File: src/rtl/mem_reg_serial_reader_if.sv
// Serial readout bundle: start/d capture request in, bit-serial valid/ready stream and status out.
// No logic; the reader takes the master side, the consumer/bench the slave side.
// Backpressure is carried on sout_ready.
interface mem_reg_serial_reader_if #(
    parameter int WIDTH = 16
);
    logic             start;
    logic [WIDTH-1:0] d;
    logic             sout;
    logic             sout_valid;
    logic             sout_ready;
    logic             busy;
    logic             done;

    modport master (
        input  start, d, sout_ready,
        output sout, sout_valid, busy, done
    );

    modport slave (
        output start, d, sout_ready,
        input  sout, sout_valid, busy, done
    );
endinterface

File: src/rtl/mem_reg_serial_reader.sv
// Captures a register word on start and shifts it out bit-serially; PARITY_EN appends an even-parity bit.
// Latency: first bit valid 1 cycle after start is taken; done pulses 1 cycle after the last transfer.
// Backpressure: sout/sout_valid hold while sout_ready is low, for any number of cycles.
module mem_reg_serial_reader #(
    parameter int WIDTH     = 16,
    parameter bit MSB_FIRST = 1'b1
) (
    input  logic                    clk,
    input  logic                    rst,
    mem_reg_serial_reader_if.master bus
);
    localparam int CW = $clog2(WIDTH + 1);

`ifdef PARITY_EN
    typedef enum logic [1:0] {IDLE = 2'd0, SHIFT = 2'd1, DONE = 2'd2, PARITY = 2'd3} state_t;
`else
    typedef enum logic [1:0] {IDLE = 2'd0, SHIFT = 2'd1, DONE = 2'd2} state_t;
`endif

    state_t           state;
    state_t           state_nxt;
    logic [WIDTH-1:0] sreg;
    logic [CW-1:0]    cnt;
    logic             capture;
    logic             shift;
`ifdef PARITY_EN
    logic             par_q;
`endif

    assign capture = (state == IDLE) && bus.start;
    assign shift   = (state == SHIFT) && bus.sout_ready;

    always_comb begin
        state_nxt      = state;
        bus.sout_valid = 1'b0;
        bus.busy       = 1'b0;
        bus.done       = 1'b0;
        bus.sout       = MSB_FIRST ? sreg[WIDTH-1] : sreg[0];
        case (state)
            IDLE: begin
                if (bus.start) begin
                    state_nxt = SHIFT;
                end
            end
            SHIFT: begin
                bus.sout_valid = 1'b1;
                bus.busy       = 1'b1;
                if (bus.sout_ready && (cnt == CW'(WIDTH - 1))) begin
`ifdef PARITY_EN
                    state_nxt = PARITY;
`else
                    state_nxt = DONE;
`endif
                end
            end
`ifdef PARITY_EN
            PARITY: begin
                bus.sout_valid = 1'b1;
                bus.busy       = 1'b1;
                bus.sout       = par_q;
                if (bus.sout_ready) begin
                    state_nxt = DONE;
                end
            end
`endif
            DONE: begin
                bus.done  = 1'b1;
                state_nxt = IDLE;
            end
            default: begin
                // Unused encodings recover to IDLE with everything quiet.
                bus.sout  = 1'b0;
                state_nxt = IDLE;
            end
        endcase
    end

    always_ff @(posedge clk or negedge rst) begin
        if (!rst) begin
            state <= IDLE;
            sreg  <= '0;
            cnt   <= '0;
`ifdef PARITY_EN
            par_q <= 1'b0;
`endif
        end else begin
            state <= state_nxt;
            if (capture) begin
                sreg  <= bus.d;
                cnt   <= '0;
`ifdef PARITY_EN
                par_q <= ^bus.d;
`endif
            end else if (shift) begin
                // Zero fill leaves sout low once the word is drained.
                sreg <= MSB_FIRST ? {sreg[WIDTH-2:0], 1'b0} : {1'b0, sreg[WIDTH-1:1]};
                cnt  <= cnt + CW'(1);
            end
        end
    end
endmodule

File: src/flat_wrapper.sv
// flat-port wrapper written by rule: the top's interface ports become plain ports
module mem_reg_serial_reader_flat 
#(
    parameter int WIDTH     = 16,
    parameter bit MSB_FIRST = 1'b1
)
  (clk, rst, bus_start, bus_d, bus_sout_ready, bus_sout, bus_sout_valid, bus_busy, bus_done);
  mem_reg_serial_reader_if #(.WIDTH(WIDTH)) bus_i ();
  input  logic clk;
  input  logic rst;
  input wire logic [$bits(bus_i.start)-1:0] bus_start;
  input wire logic [$bits(bus_i.d)-1:0] bus_d;
  input wire logic [$bits(bus_i.sout_ready)-1:0] bus_sout_ready;
  output wire logic [$bits(bus_i.sout)-1:0] bus_sout;
  output wire logic [$bits(bus_i.sout_valid)-1:0] bus_sout_valid;
  output wire logic [$bits(bus_i.busy)-1:0] bus_busy;
  output wire logic [$bits(bus_i.done)-1:0] bus_done;
  assign bus_i.start = bus_start;
  assign bus_i.d = bus_d;
  assign bus_i.sout_ready = bus_sout_ready;
  assign bus_sout = bus_i.sout;
  assign bus_sout_valid = bus_i.sout_valid;
  assign bus_busy = bus_i.busy;
  assign bus_done = bus_i.done;
  mem_reg_serial_reader #(.WIDTH(WIDTH), .MSB_FIRST(MSB_FIRST)) u_core (.clk(clk), .rst(rst), .bus(bus_i));
endmodule
File: config.mk
export PLATFORM = sky130hd
export DESIGN_NAME = mem_reg_serial_reader_flat
export DESIGN_NICKNAME = d
export VERILOG_FILES = /design/src/rtl/mem_reg_serial_reader_if.sv /design/src/rtl/mem_reg_serial_reader.sv /design/src/flat_wrapper.sv
export SDC_FILE = /design/constraint.sdc
export NUM_CORES = 1
export LEC_CHECK = 0
export ABC_AREA = 0
export CAP_MARGIN = 30
export CORE_ASPECT_RATIO = 2
export CORE_MARGIN = 3
export CORE_UTILIZATION = 35
export CTS_CLUSTER_DIAMETER = 200
export DETAILED_ROUTE_END_ITERATION = 8
export GPL_ROUTABILITY_DRIVEN = 0
export PLACE_DENSITY = 0.65
export SYNTH_ARGS = -nofsm -noshare
export SYNTH_HDL_FRONTEND = slang
export SYNTH_SLANG_ARGS = --single-unit
export TNS_END_PERCENT = 30
File: constraint.sdc
create_clock -name clk -period 1.5 [get_ports clk]
set_input_delay 0.45 -clock clk [delete_from_list [all_inputs] [get_ports clk]]
set_output_delay 0.45 -clock clk [all_outputs]
set_load 0.005 [all_outputs]
==> results.toml <==
[drt]
wl_um = 2617
vias = 926
dr.pass1.iters = 4
route.detailed.drc = 0
ant_nets = 0
wl_per_cell_um = 15.49
viasPerCell = 5.479
drt_iter0_markers = 13

[worst_setup_path]
startpoint = "u_core.state[0]"
worstPathRequired_ns = 1.05
reg2reg_slack_ns = 0.02
crit_fanout = 3
critPathCapture = "bus_done"
rr_endpoint = "u_core.sreg[10]"
r2r_start = "u_core.state[0]"
endpoint_kind = "primary output"
reg2reg_depth = 6
path_class = "register to primary output"
startpoint_type = "register"
arrival_ns = 1.05

[synth]
syn_nets = 126
yosysWarningCount = 0
syn_area_sq_um = 1084
syn_inst = 104
synth_seq_cells = 23
yosysUniqueCellTypes = 30
ys_seq_area_frac = 0.5312
avgSynthCellArea_sq_um = 10.42

[placement]
pre_cts_slack_ns = -0.2694
dp_hpwl_um = 1682
io_buffers = 23

[cts]
cts_sinks = 23
root_buffer = "clkbuf_8"
cts_tree = "done"
clock_latency_ns = 0.27
max-clock-path-buffers = 2
cts_made_buffers = 3
path_clk_slew_ns = 0.09
h-tree-depth = 1

[power]
clkPwrFrac = 0.151
cellLeakagePower_nw = 0.7221
seqPwrFrac = 0.417
power_density_nw_per_um2 = 1614
p_int_mw = 1.666
power_switching_mw = 0.9423
p_sw_frac = 0.3613
peakVddDrop_mv = 0.7279
power_frac_comb = 0.432

[cells_and_area]
antenna_cells = 0
area_delta_synth_final_pct = 49.19
final_nets = 162
layout-drive-gt1-share = 0.3957
multi_input_area_sq_um = 569.3
fill_cells = 265
regArea_sq_um = 575.6

[global_routing]
grtUsageTotal = 0.1414
grt.overflow.total = 0
grt_pass1_wl_um = 4098
antenna_found_initial = 0
grt_max_degree = 24
first_global_vias = 943

[floorplanning]
core-area_sq_um = 2978
die_area_sq_um = 3840
die_h_um = 84.69
top_level_ports = 24
rows = 28
die_w_um = 45.35
start_util = 0.3639

[sta]
drv_slew = 0
period_needed_ns = 1.504
fmax_mhz = 665.1
rsz0062_at_grt = "yes"
setup_violations = 1
setup_ws_ns = -0.003648
hold_viol = 0
fin_skew_ns = 0.007005
relSlewSlack = 0.7989
hold_ws_ns = 0.4950
period_share = 1.002
tightest_slew_ns = 0.3016
tns_ns = -0.003648

[min_path]
min_path_type = "register to register"
hold_depth = 1

[flow_run]
drv_cap = 0

[run_status]
status = "finished, violations left"
violations = "negative setup slack"
==> cell usage in the layout (no fill, tap or decap), types with 3 or more instances in the layout <==
cell type | netlist | final
clkbuf_8 | 0 | 3
buf_6 | 4 | 6
nor2_1 | 6 | 6
o22ai_2 | 0 | 5
nand3_1 | 11 | 4
a22oi_2 | 0 | 6
nand2_1 | 14 | 11
a22oi_1 | 10 | 4
nand3_2 | 0 | 6
dfrtp_1 | 23 | 23
buf_4 | 1 | 8
nand2_2 | 0 | 3
nor3_2 | 0 | 4
clkdlybuf4s50_1 | 0 | 19
==> what timing repair did <==
action                                  CTS  global route
gates resized for setup                  15            40
cloned                                    0             1
endpoints found under the setup margin    4            24
pin swaps                                 0            17
hold buffers                              0             0
buffers inserted                          3             1
==> routing by layer <==
layer | GRT usage | up-vias | wire, um
met4 | 0.06400 | 0 | 36
met2 | 0.2377 | 21 | 1452
met1 | 0.1667 | 462 | 1022
met3 | 0.02361 | 4 | 106
met5 | 0 | - | 0
li1 | - | 439 | -
==> critical path: stages, from the launching register on <==
cell and delay, ns:
dfrtp_1 0.40, buf_6 0.12, and2b_1 0.17, buf_2 0.10
==> how the worst min path moves through the flow <==
stage                  startpoint             to  slack, ns
detailed placement  u_core.cnt[3]  u_core.cnt[3]       0.47
finish              u_core.cnt[4]  u_core.cnt[4]       0.50
CTS                 u_core.cnt[3]  u_core.cnt[3]       0.49
global route        u_core.cnt[3]  u_core.cnt[3]       0.51
floorplan                     rst  u_core.cnt[0]       0.15
global placement    u_core.cnt[4]  u_core.cnt[4]       0.47
==> logic make-up (layout without fill, tap and decap cells) <==
group / after synthesis / after routing / share of synthesized area
mux: 1 / 1 / 0.009238
fa+ha+maj: 2 / 2 / 0.02309
compound gates: 22 / 22 / 0.1443
buf+inv: 10 / 45 / 0.07852
flops: 23 / 23 / 0.5312
simple gates: 46 / 46 / 0.2136
==> cell usage after synthesis <==
library cell / n / area share
nand3b_1: 1 / 0.0069
or3b_1: 1 / 0.0081
and2_1: 1 / 0.0058
ha_1: 2 / 0.023
mux2i_1: 1 / 0.0092
o22ai_1: 5 / 0.029
nand4_1: 1 / 0.0058
buf_8: 1 / 0.014
nand3_1: 11 / 0.051
and3_1: 1 / 0.0058
nor2_1: 6 / 0.021
buf_6: 4 / 0.042
nor3b_2: 1 / 0.012
and2b_1: 1 / 0.0069
o21ai_0: 2 / 0.0092
a22o_2: 1 / 0.0092
buf_2: 2 / 0.0092
buf_4: 1 / 0.0069
nor3_1: 5 / 0.023
a21oi_1: 1 / 0.0046
o2bb2ai_1: 1 / 0.0081
dfrtp_1: 23 / 0.53
nor2b_1: 1 / 0.0058
a22oi_1: 10 / 0.069
a21boi_0: 1 / 0.0069
inv_1: 2 / 0.0069
nand2_1: 14 / 0.048
or3_1: 1 / 0.0058
and3b_1: 1 / 0.0081
a22o_1: 1 / 0.0081
==> power groups by stage <==
stage,clock network (mW),logic (mW),registers [mW]
4_1_cts,0.408,0.878,1.03
6_report,0.393,1.13,1.09
3_5_place_dp,0,0.863,1.04
5_1_grt,0.426,1.26,1.11
3_3_place_gp,0,0.831,1.03
2_1_floorplan,0,0.610,1.00
==> area by class of cell <==
class,instances,share of cell area
Inverter,2,0.004644
Multi-Input combinational cell,71,0.3522
Timing Repair Buffer,39,0.2337
Clock buffer,3,0.02554
Clock inverter,1,0.004644
Sequential cell,23,0.3560
Tap cell,30,0.02322
==> flip-flops by register name, summed over array words and instances, names as in the netlist <==
name and count:
u_core.state 2, u_core.cnt 5, u_core.sreg 16
==> per-stage QoR <==
stage	util	cells	total power, mW	cell area (sq um)
final	0.5429	169	2.608	1617
after global routing	0.5429	169	2.804	1617
after CTS	0.4782	167	2.314	1424
after detailed placement	0.4555	160	1.902	1356
after global placement	0.4555	160	1.862	1356
after floorplan	-	104	1.610	1084
No activity file was read; power rests on OpenSTA's default activity.
